File: config.mk
export PLATFORM = sky130hd
export DESIGN_NAME = alu_operand_fetch
export DESIGN_NICKNAME = d
export VERILOG_FILES = /design/src/rtl/alu_operand_fetch.sv
export SDC_FILE = /design/constraint.sdc
export NUM_CORES = 1
export LEC_CHECK = 0
export BUFFER_PORTS_ARGS = -buffer_cell sky130_fd_sc_hd__buf_2
export CORE_ASPECT_RATIO = 0.7
export CORE_UTILIZATION = 54
export CTS_BUF_LIST = sky130_fd_sc_hd__clkbuf_2
export DETAILED_ROUTE_END_ITERATION = 8
export GPL_ROUTABILITY_DRIVEN = 1
export MAX_ROUTING_LAYER = met4
export PLACE_DENSITY = 0.78
export SLEW_MARGIN = 0
export SYNTH_ARGS = -nofsm -noshare
export SYNTH_HDL_FRONTEND = slang
export SYNTH_SLANG_ARGS = --single-unit
export TNS_END_PERCENT = 50
File: constraint.sdc
create_clock -name clk -period 2 [get_ports clk]
set_input_delay 0.4 -clock clk [delete_from_list [all_inputs] [get_ports clk]]
set_output_delay 0.4 -clock clk [all_outputs]
set_load 0.02 [all_outputs]
File: src/rtl/alu_operand_fetch.sv
// Operand-fetch / issue stage feeding a combinational ALU: 8-entry register file,
// execute register and writeback. Define ALU_OPERAND_FORWARD_EN for 1/cycle issue with forwarding.
//
// state | meaning
// IDLE  | execute register empty or retiring; may accept an instruction
// EXEC  | instruction on ALU inputs; retires on this edge, no accept
module alu_operand_fetch #(
    parameter int WORD_WIDTH     = 8,
    parameter int OPCODE_WIDTH   = 4,
    parameter int REG_ADDR_WIDTH = 3
) (
    input  logic                      clk,
    input  logic                      reset,
    input  logic                      instrValid,
    output logic                      instrReady,
    input  logic [OPCODE_WIDTH-1:0]   instrOpCode,
    input  logic [REG_ADDR_WIDTH-1:0] instrRd,
    input  logic [REG_ADDR_WIDTH-1:0] instrRs1,
    input  logic [REG_ADDR_WIDTH-1:0] instrRs2,
    input  logic                      loadValid,
    input  logic [REG_ADDR_WIDTH-1:0] loadAddr,
    input  logic [WORD_WIDTH-1:0]     loadData,
    output logic [WORD_WIDTH-1:0]     operand1,
    output logic [WORD_WIDTH-1:0]     operand2,
    output logic [OPCODE_WIDTH-1:0]   opCode,
    output logic                      execValid,
    input  logic [WORD_WIDTH-1:0]     aluResult,
    input  logic                      aluCarryOut,
    output logic                      carryFlag,
    input  logic [REG_ADDR_WIDTH-1:0] dbgAddr,
    output logic [WORD_WIDTH-1:0]     dbgData
);

    localparam int NUM_REGS = 2 ** REG_ADDR_WIDTH;

    logic [WORD_WIDTH-1:0]     r_regFile [NUM_REGS];
    logic [WORD_WIDTH-1:0]     r_operand1;
    logic [WORD_WIDTH-1:0]     r_operand2;
    logic [OPCODE_WIDTH-1:0]   r_opCode;
    logic [REG_ADDR_WIDTH-1:0] r_rdE;
    logic                      r_execValid;
    logic                      r_carryFlag;

    logic                      w_ready;
    logic                      w_accept;
    logic [WORD_WIDTH-1:0]     w_src1;
    logic [WORD_WIDTH-1:0]     w_src2;

`ifdef ALU_OPERAND_FORWARD_EN
    logic w_fwd1;
    logic w_fwd2;

    assign w_ready = !loadValid;
    assign w_fwd1  = r_execValid && (instrRs1 == r_rdE);
    assign w_fwd2  = r_execValid && (instrRs2 == r_rdE);
    // The result retiring on this edge is the newest value of rdE
    assign w_src1  = w_fwd1 ? aluResult : r_regFile[instrRs1];
    assign w_src2  = w_fwd2 ? aluResult : r_regFile[instrRs2];
`else
    localparam logic [0:0] IDLE = 1'b0;
    localparam logic [0:0] EXEC = 1'b1;

    logic [0:0] r_state;
    logic [0:0] w_stateNext;

    always_comb begin
        w_stateNext = r_state;
        case (r_state)
            IDLE:    if (w_accept) w_stateNext = EXEC;
            EXEC:    w_stateNext = IDLE;
            default: w_stateNext = IDLE;
        endcase
    end

    always_ff @(posedge clk) begin
        if (reset) r_state <= IDLE;
        else       r_state <= w_stateNext;
    end

    assign w_ready = (r_state == IDLE) && !loadValid;
    assign w_src1  = r_regFile[instrRs1];
    assign w_src2  = r_regFile[instrRs2];
`endif

    assign w_accept = instrValid && w_ready;

    // Load is written after the retire so it wins on an address collision
    always_ff @(posedge clk) begin
        if (reset) begin
            for (int i = 0; i < NUM_REGS; i++) r_regFile[i] <= '0;
        end else begin
            if (r_execValid) r_regFile[r_rdE] <= aluResult;
            if (loadValid)   r_regFile[loadAddr] <= loadData;
        end
    end

    always_ff @(posedge clk) begin
        if (reset) begin
            r_operand1  <= '0;
            r_operand2  <= '0;
            r_opCode    <= '0;
            r_rdE       <= '0;
            r_execValid <= 1'b0;
        end else if (w_accept) begin
            r_operand1  <= w_src1;
            r_operand2  <= w_src2;
            r_opCode    <= instrOpCode;
            r_rdE       <= instrRd;
            r_execValid <= 1'b1;
        end else begin
            r_execValid <= 1'b0;
        end
    end

    always_ff @(posedge clk) begin
        if (reset)            r_carryFlag <= 1'b0;
        else if (r_execValid) r_carryFlag <= aluCarryOut;
    end

    assign instrReady = w_ready;
    assign operand1   = r_operand1;
    assign operand2   = r_operand2;
    assign opCode     = r_opCode;
    assign execValid  = r_execValid;
    assign carryFlag  = r_carryFlag;
    assign dbgData    = r_regFile[dbgAddr];

endmodule

==> impl_metrics.tcl, run 1 <==
set metrics [dict create \
    finalSetupViolations 8 \
    synth_nets 454 \
    synthesis.area_mm2 0.00531 \
    hp-class "in2reg" \
    core_area_mm2 0.00929 \
    hold_viol 0 \
    cp-end-kind "primary output" \
    leakagePower_nw 2.57 \
    ys.flop_type "edfxtp_1" \
    path_class "reg2out" \
    area_growth_pct 16.6 \
    die-area_mm2 0.0102 \
    drtAntennaViolNets 0 \
    finalWorstSetupSlack_ps -467 \
    pin_count 71 \
    fmax_mhz 405 \
    reg2reg_slack_ps 270 \
    path_max_fanout 2 \
    period_share_pct 123 \
    place.gp.congestion 0.929 \
    rows 29 \
    hold-path-endpoint "r_rdE[0]" \
    regToRegStartpoint "execValid" \
    die_w_um 121 \
    tightestPinTransition_ps 549 \
    powerDensity_mw_per_mm2 627 \
    cts_buffers 9 \
    period_minus_slack_ps 2470 \
    drive_above_1_share_pct 35.3 \
    antenna_found_initial 0 \
    final_cell_mix "72 x mux2i_1, 64 x a22o_1, 64 x buf_2, 64 x edfxtp_1, 52 x buf_4" \
    fin_util_pct 66.7 \
    final_cells 628 \
    detail_route.iter0.violations 587 \
    min_path_cells 3 \
    fin_skew_ps 26.5 \
    crit_required_ps 1600 \
    viasPerCell 6.64 \
    rr_worst_depth 3 \
    cap_violations 0 \
    placed_cells 587 \
    drt-pass1-iter-count 5 \
    wl_um 14500 \
    grt_pass1_vias 3831 \
    grt_max_degree 33 \
    seq_area_mm2 0.00244 \
    clock_sinks 90 \
    synth_edf_count 64 \
    grt_first_pass_wirelength_um 22100 \
    timing.final.max_slew_violations 0 \
    preCtsSetupSlack_ps -42.1 \
    num_antenna_cells 0 \
    grt_use_total_pct 30.0 \
    post_synth_num_cell_types 28 \
    ys_ff_latch 90 \
    failed_checks "negative setup slack" \
    rsz0062_at_grt "yes" \
    slew_headroom_pct 63.3 \
    portBuffers 70 \
    start_util_pct 57.2 \
    place_hpwl_um 10700 \
    cts_tree "yes" \
    clk_latency_ps 570 \
    timing.rr.end "r_regFile[5][0]" \
    hp-start "instrRd[0]" \
    fillers 653 \
    num_vias 4170 \
    ys_seq_area_share_pct 46.0 \
    fin_tns_setup_ps -3390 \
    start_kind "flop" \
    cts_buffer_depth 2 \
    root_buffer "clkbuf_2" \
    layout_commonest_cell "mux2i_1" \
    drt-wirelength-per-cell_um 23.1 \
    whs_ps 43.6 \
    netlist_instances 414 \
    h-tree-depth 3 \
    globalRoute.totalOverflow 0 \
    syn_avg_cell_area_um2 12.8 \
    drc 0 \
    async_flop_share_pct 0 \
    status "complete, but fails checks" \
    cts_hold_buffers 0 \
    nets 539 \
    yosys_warnings 0 \
    cp_data_arrival_time_ps 2070 \
    multi_input_area_mm2 0.00263 \
    max-vdd-ir-drop_mv 0.357 \
    die_h_um 85.0 \
    clk_pin_slew_ps 270 \
]
worst max path at each step:
stage	start	to	slack [ps]	cells past startpoint
after floorplan	dbgAddr[1]	dbgData[0]	30	4
after global placement	dbgAddr[0]	dbgData[5]	-20	5
after detailed placement	dbgAddr[0]	dbgData[7]	-40	5
after CTS	r_regFile[3][6]	dbgData[6]	-440	3
after global routing	r_regFile[2][5]	dbgData[5]	-540	3
final	r_regFile[2][5]	dbgData[5]	-470	3
worst max-delay path, stage by stage (launching register included):
cell	delay (ps)
edfxtp_1	550
mux4_2	510
mux2_2	280
buf_2	160
what timing repair did:
item | 4_1_cts | 5_1_grt
setup buffers | 16 | 9
resized for setup | 10 | 6
endpoints found under the setup margin | 8 | 8
flip-flops by register name, indices dropped and copies added (netlist names):
| name | flops |
|---|---|
| operand1 | 8 |
| execValid | 1 |
| carryFlag | 1 |
| r_regFile | 64 |
| operand2 | 8 |
| r_state | 1 |
| opCode | 4 |
| r_rdE | 3 |
kinds of logic (layout without fill, tap and decap cells):
| logic type | Yosys count | after routing | share of synthesized area (%) |
|---|---|---|---|
| AOI/OAI and AO/OA | 120 | 120 | 20.7 |
| buffers and inverters | 51 | 141 | 4.88 |
| and+or+nand+nor | 57 | 57 | 6.39 |
| muxes | 96 | 96 | 22.1 |
| DFF | 90 | 90 | 46.0 |
per-stage QoR:
step                power (mW)  area (um2)
global route              4.02        6190
detailed placement        2.87        5830
global placement          2.85        5830
floorplan                 2.64        5310
finish                    3.88        6190
CTS                       3.83        6100
layer usage:
layer  routed length [um]  vias to the layer above  track usage [%]  part of all wire [%]
met5                    0                        -                -                     0
met4                  157                        0             6.85                   1.1
met3                 2030                       18             9.68                    14
met2                 6100                      293             40.4                    42
met1                 6260                     2021             43.8                    43
li1                     -                     1838                -                     -
cell type report:
type                       count  area share [%]
multi-input combinational    273            42.4
sequential                    90            39.4
timing repair buffer         125            13.7
tap                          124            2.51
clock inverter                 7            1.21
clock buffer                   9           0.727
where the power goes:
part | switching, mW | internal [mW]
Sequential | 0.0858 | 2.09
Clock | 0.666 | 0.303
Combinational | 0.397 | 0.344
Total | 1.15 | 2.73
Yosys cell counts (2+ instances only):
library cell	count	area (um2)
a211oi_2	3	37.5
a211oi_4	5	100
a22o_1	64	561
a22oi_1	32	240
a32o_1	16	160
and2_1	7	43.8
and2_4	4	35.0
buf_1	23	86.3
buf_2	14	70.1
buf_4	3	22.5
buf_6	5	56.3
clkbuf_1	5	18.8
dfxtp_1	26	521
edfxtp_1	64	1920
mux2_2	8	90.1
mux2i_1	72	721
mux4_2	16	360
nor2_1	21	78.8
nor2b_1	8	50.1
or3_1	9	56.3
or3b_4	2	22.5
Note: power is estimated with default switching activity, not from simulation.
==> run 2: changes to the inputs <==
--- a/config.mk
+++ b/config.mk
@@ -6,14 +6,16 @@
 export NUM_CORES = 1
 export LEC_CHECK = 0
 export BUFFER_PORTS_ARGS = -buffer_cell sky130_fd_sc_hd__buf_2
+export CELL_PAD_IN_SITES_DETAIL_PLACEMENT = 1
+export CELL_PAD_IN_SITES_GLOBAL_PLACEMENT = 2
 export CORE_ASPECT_RATIO = 0.7
-export CORE_UTILIZATION = 54
+export CORE_UTILIZATION = 37
 export CTS_BUF_LIST = sky130_fd_sc_hd__clkbuf_2
 export DETAILED_ROUTE_END_ITERATION = 8
 export GPL_ROUTABILITY_DRIVEN = 1
 export MAX_ROUTING_LAYER = met4
-export PLACE_DENSITY = 0.78
-export SLEW_MARGIN = 0
+export PLACE_DENSITY_LB_ADDON = 0.1
+export SLEW_MARGIN = 20
 export SYNTH_ARGS = -nofsm -noshare
 export SYNTH_HDL_FRONTEND = slang
 export SYNTH_SLANG_ARGS = --single-unit
==> run 2 against run 1 <==
Compared with the run above:
- sequential power about the same
- highest routed layer unchanged
- sequential share of layout area fell by 0.98 points
- via count shrank 4.3%
- the run still ends with negative setup slack left
- cell count up 11%
- combinational power rose by 4.5%
- hold slack gained 8.5 ps
- critical endpoint unchanged
- clock skew is 34 ps higher
- first-iteration DRC count decreased by 42%
==> impl_metrics.tcl, run 2 (synthesis results as in run 1) <==
set metrics [dict create \
    status "complete, but fails checks" \
    failed_checks "negative setup slack" \
    place_hpwl_um 12700 \
    hp-class "in2reg" \
    path_max_fanout 3 \
    place.gp.congestion 0.836 \
    clkPwrFrac_pct 26.1 \
    largest_register_ffs 64 \
    detail_route.iter0.violations 340 \
    grt_pass1_vias 3998 \
    wl_um 16700 \
    cp_data_arrival_time_ps 2040 \
    period_minus_slack_ps 2440 \
    drt-pass1-iter-count 4 \
    die_w_um 145 \
    whs_ps 52.1 \
    busiest_layer "met1" \
    regMostFlops "r_regFile" \
    drtAntennaViolNets 0 \
    globalRoute.totalOverflow 0 \
    rr_worst_depth 3 \
    start_kind "flop" \
    min_path_cells 3 \
    power_frac_comb_pct 19.4 \
    num_vias 3990 \
    internal_power_mw 2.76 \
    seq_power_share_pct 54.5 \
    h-tree-depth 3 \
    cts_buffers 9 \
    cap_violations 0 \
    drt-wirelength-per-cell_um 23.9 \
    drc 0 \
    die-area_mm2 0.0148 \
    grt_max_degree 30 \
    power.switching_mw 1.22 \
    grtUsageMet1_pct 35.3 \
    sw_frac_of_total_pct 30.7 \
    viasPerCell 5.70 \
    root_buffer "clkbuf_2" \
    drive_above_1_share_pct 36.3 \
    cts_tree "yes" \
    crit_required_ps 1600 \
    cp-end-kind "primary output" \
    finalWorstSetupSlack_ps -438 \
    cts_buffer_depth 2 \
    clock_sinks 90 \
    grt_use_total_pct 23.8 \
    rows 36 \
    tightestPinTransition_ps 563 \
    slew_headroom_pct 62.4 \
    start_util_pct 38.0 \
    num_antenna_cells 0 \
    grt_first_pass_wirelength_um 25100 \
    fin_tns_setup_ps -3250 \
    rsz0062_at_grt "yes" \
    finalSetupViolations 8 \
    path_class "reg2out" \
    fmax_mhz 410 \
    nets 545 \
    fin_skew_ps 60.2 \
    powerDensity_mw_per_mm2 627 \
    layout_commonest_cell "mux2i_1" \
    area_growth_pct 19.6 \
    period_share_pct 122 \
    clk_pin_slew_ps 330 \
    grt_use_met2_pct 34.4 \
    leakagePower_nw 2.62 \
    final_cell_mix "72 x mux2i_1, 64 x a22o_1, 64 x buf_2, 64 x edfxtp_1, 56 x buf_4" \
    place_area_mm2 0.00595 \
    hold_viol 0 \
    antenna_found_initial 0 \
    clk_latency_ps 600 \
    timing.final.max_slew_violations 0 \
    pin_count 71 \
    grtUsageMet3_pct 3.84 \
    core_area_mm2 0.0140 \
    max-vdd-ir-drop_mv 0.289 \
    fin_area_mm2 0.00635 \
    die_h_um 102 \
    portBuffers 70 \
]
-- run 2: power by group through the flow --
stage	logic (mW)	registers [mW]	clock network, mW
finish	0.774	2.17	1.04
global route	0.825	2.18	1.12
CTS	0.761	2.17	1.06
detailed placement	0.685	2.23	0
global placement	0.668	2.22	0
floorplan	0.438	2.20	0
-- run 2: final timing paths --
check,from,end,slack [ps]
max reg2reg,execValid,r_regFile[4][6],210
min,instrRd[1],r_rdE[1],50
max,r_regFile[5][5],dbgData[5],-440
min reg2reg,operand1[6],operand1[6],510
-- run 2: per-layer routing --
layer	part of all wire [%]	up-vias
li1	-	1843
met1	53	2037
met2	42	103
met3	4.8	7
met4	0.42	0
met5	0	-
-- run 2: worst max-delay path, stage by stage, from the launching register on --
cell and delay, ps:
edfxtp_1 530, mux4_2 480, mux2_4 290, buf_6 140
-- run 2: through the flow --
step	instances	power (mW)	util [%]	worst slack, ps
global placement	654	2.89	42.6	-31.3
CTS	699	3.99	45.3	-454
detailed placement	654	2.91	42.6	-45.5
global route	700	4.13	45.5	-514
finish	700	3.98	45.5	-438
floorplan	414	2.64	-	33.1
-- run 2: cell type report --
cell class,instances,area [um2]
repair buffers,131,917
well taps,190,238
flip-flops and latches,90,2440
clock inverters,7,80.1
clock buffers,9,45.0
multi-input cells,273,2630
fillers,1473,7610
-- run 2: timing repair --
item | 4_1_cts | 5_1_grt
gates resized for setup | 12 | 4
setup endpoints to repair | 8 | 8
setup buffers | 29 | 1
hold buffers | 0 | 0
==> run 3: changes to the inputs <==
--- a/config.mk
+++ b/config.mk
@@ -5,12 +5,13 @@
 export SDC_FILE = /design/constraint.sdc
 export NUM_CORES = 1
 export LEC_CHECK = 0
+export ABC_AREA = 1
 export BUFFER_PORTS_ARGS = -buffer_cell sky130_fd_sc_hd__buf_2
 export CELL_PAD_IN_SITES_DETAIL_PLACEMENT = 1
 export CELL_PAD_IN_SITES_GLOBAL_PLACEMENT = 2
 export CORE_ASPECT_RATIO = 0.7
-export CORE_UTILIZATION = 37
-export CTS_BUF_LIST = sky130_fd_sc_hd__clkbuf_2
+export CORE_UTILIZATION = 32
+export CTS_BUF_LIST = sky130_fd_sc_hd__clkbuf_4 sky130_fd_sc_hd__clkbuf_8
 export DETAILED_ROUTE_END_ITERATION = 8
 export GPL_ROUTABILITY_DRIVEN = 1
 export MAX_ROUTING_LAYER = met4
==> run 3 against run 2 <==
Compared with the run above:
- the run now ends clean
- die area is 22% higher
- global-route usage rose by 1.9 points
- clock-buffer cell count unchanged
- critical path depth up 3
- clock power grew 25%
- via count grew 38%
- clock skew is 48 ps lower
- largest power group unchanged
==> impl_metrics.tcl, run 3 <==
set metrics [dict create \
    num_vias 5507 \
    clock_sinks 90 \
    crit_required_ps 1600 \
    finalWorstSetupSlack_ps 57.8 \
    grt_max_degree 33 \
    nets 837 \
    powerDensity_mw_per_mm2 666 \
    ys_seq_area_share_pct 43.4 \
    h-tree-depth 3 \
    min_path_cells 3 \
    core_area_mm2 0.0172 \
    cp_data_arrival_time_ps 1540 \
    viasPerCell 5.33 \
    hold-path-endpoint "carryFlag" \
    leakagePower_nw 2.93 \
    rows 40 \
    synth.area.top_cells "edfxtp_1 34%, nand2_1 11%, nand3_1 11%, dfxtp_1 9.2%, o22ai_1 7.1%" \
    synth_edf_count 64 \
    cp-end-kind "primary output" \
    portBuffers 70 \
    final_cell_mix "164 x nand2_1, 120 x nand3_1, 78 x inv_1" \
    root_buffer "clkbuf_8" \
    fmax_mhz 515 \
    rsz0062_at_grt "yes" \
    cts_tree "yes" \
    area_growth_pct 16.3 \
    wl_um 22000 \
    die_h_um 113 \
    regToRegStartpoint "execValid" \
    syn_avg_cell_area_um2 7.68 \
    timing.rr.end "r_regFile[6][5]" \
    cp-startpoint "r_regFile[1][6]" \
    reg2reg_slack_ps 460 \
    clk_pin_slew_ps 110 \
    num_antenna_cells 0 \
    clk_latency_ps 390 \
    post_synth_num_cell_types 23 \
    place.gp.congestion 0.891 \
    hold_viol 0 \
    fin_skew_ps 12.2 \
    layout_commonest_cell "nand2_1" \
    drt-wirelength-per-cell_um 21.3 \
    cap_violations 0 \
    status "finished, final reports clean" \
    max-vdd-ir-drop_mv 0.338 \
    grtUsageMet1_pct 34.1 \
    hp-start "aluCarryOut" \
    drtAntennaViolNets 0 \
    ys_top_cells_by_count "164 x nand2_1, 120 x nand3_1, 90 x inv_1" \
    cts_buffer_depth 2 \
    async_flop_share_pct 0 \
    placed_cells 1014 \
    rr_worst_depth 6 \
    die_w_um 161 \
    drive_above_1_share_pct 20.6 \
    grt_use_met2_pct 40.8 \
    busiest_layer "met2" \
    netlist_instances 733 \
    place_hpwl_um 16700 \
    slew_headroom_pct 71.7 \
    hp-class "in2reg" \
    grt_first_pass_wirelength_um 33500 \
    grt_use_total_pct 25.7 \
    detail_route.iter0.violations 374 \
    path_max_fanout 2 \
    finalSetupViolations 0 \
    timing.final.max_slew_violations 0 \
    cts_buffers 9 \
    path_class "reg2out" \
    total_power_mw 4.36 \
    ys_ff_latch 90 \
    synth_nets 773 \
    grtUsageMet3_pct 4.36 \
    die-area_mm2 0.0181 \
    grt_pass1_vias 5732 \
    antenna_found_initial 0 \
    start_kind "flop" \
    tightestPinTransition_ps 423 \
    yosys_warnings 0 \
    ys.flop_type "edfxtp_1" \
    period_share_pct 97.1 \
    synthesis.area_mm2 0.00563 \
    largest_register_ffs 64 \
    start_util_pct 32.8 \
    preCtsSetupSlack_ps 127 \
    drt-pass1-iter-count 4 \
    globalRoute.totalOverflow 0 \
    period_minus_slack_ps 1940 \
    synth_top_area_share_pct 34.1 \
    regMostFlops "r_regFile" \
    synth_area_leader_cell "edfxtp_1" \
    pin_count 71 \
    final_cells 1033 \
    synth_most_common_cell "nand2_1" \
    drc 0 \
]
## run 3: cell count changes in the layout (fill, tap and decap cells not counted), sizes merged, moves of 11 or more
cell,change
a21oi,+51
a22o,-64
a22oi,-32
a32o,-16
and2,-11
buf,-37
inv,+98
mux2i,-72
mux4,-16
nand2,+183
nand3,+120
nor2,+15
o21ai,+40
o22ai,+64
## run 3: cell type report
| class | count | area [um2] |
|---|---|---|
| inverter | 99 | 382 |
| clock inverter | 7 | 70.1 |
| sequential | 90 | 2440 |
| multi-input combinational | 503 | 2540 |
| clock buffer | 9 | 124 |
| tap | 231 | 289 |
| timing repair buffer | 94 | 698 |
| fill | 2123 | 10600 |
## run 3: how the worst max path moves through the flow
stage | end | slack [ps] | cells past startpoint
CTS | dbgData[3] | 10 | 6
global route | dbgData[6] | -20 | 6
floorplan | dbgData[5] | 410 | 6
global placement | dbgData[0] | 160 | 8
finish | dbgData[6] | 60 | 6
detailed placement | dbgData[0] | 130 | 8
## run 3: logic make-up after synthesis
family / count (synthesis) / synth area share, %
AND/OR/NAND/NOR: 340 / 28.9
flip-flops: 90 / 43.4
buffers and inverters: 140 / 11.4
AO/OA/AOI/OAI: 163 / 16.3
## run 3: where the power goes
part	internal, mW	switching, mW	leakage (nW)
clock	0.487	0.813	0.0955
sequential	2.09	0.0522	0.875
combinational	0.302	0.616	1.96
## run 3: through the flow
step | cell area [um2] | hold slack (ps) | setup TNS, ps | utilization [%]
global placement | 6320 | 451 | 0 | 36.8
floorplan | 5630 | 469 | 0 | -
detailed placement | 6320 | 456 | 0 | 36.8
finish | 6550 | 260 | 0 | 38.2
global route | 6550 | 256 | -29.8 | 38.2
CTS | 6510 | 241 | 0 | 37.9
## run 3: critical path, cell delays in order, from the launching register on
cell and delay [ps]:
edfxtp_1 390, inv_2 100, a21oi_1 70, o21ai_0 80, nand2_1 120, o21a_1 230, buf_2 170
## run 3: layer usage
metal  share of wire (%)  vias up  wire length (um)
li1                    -     2616                 -
met1                  48     2737             10600
met2                  46      128             10100
met3                 4.1       26               907
met4                 1.4        0               315
met5                   0        -                 0
## run 3: repair_timing
item,CTS,global route
resized for setup,2,16
hold buffers,0,0
setup endpoints to repair,2,7
pin swaps,0,2
buffers inserted,0,3
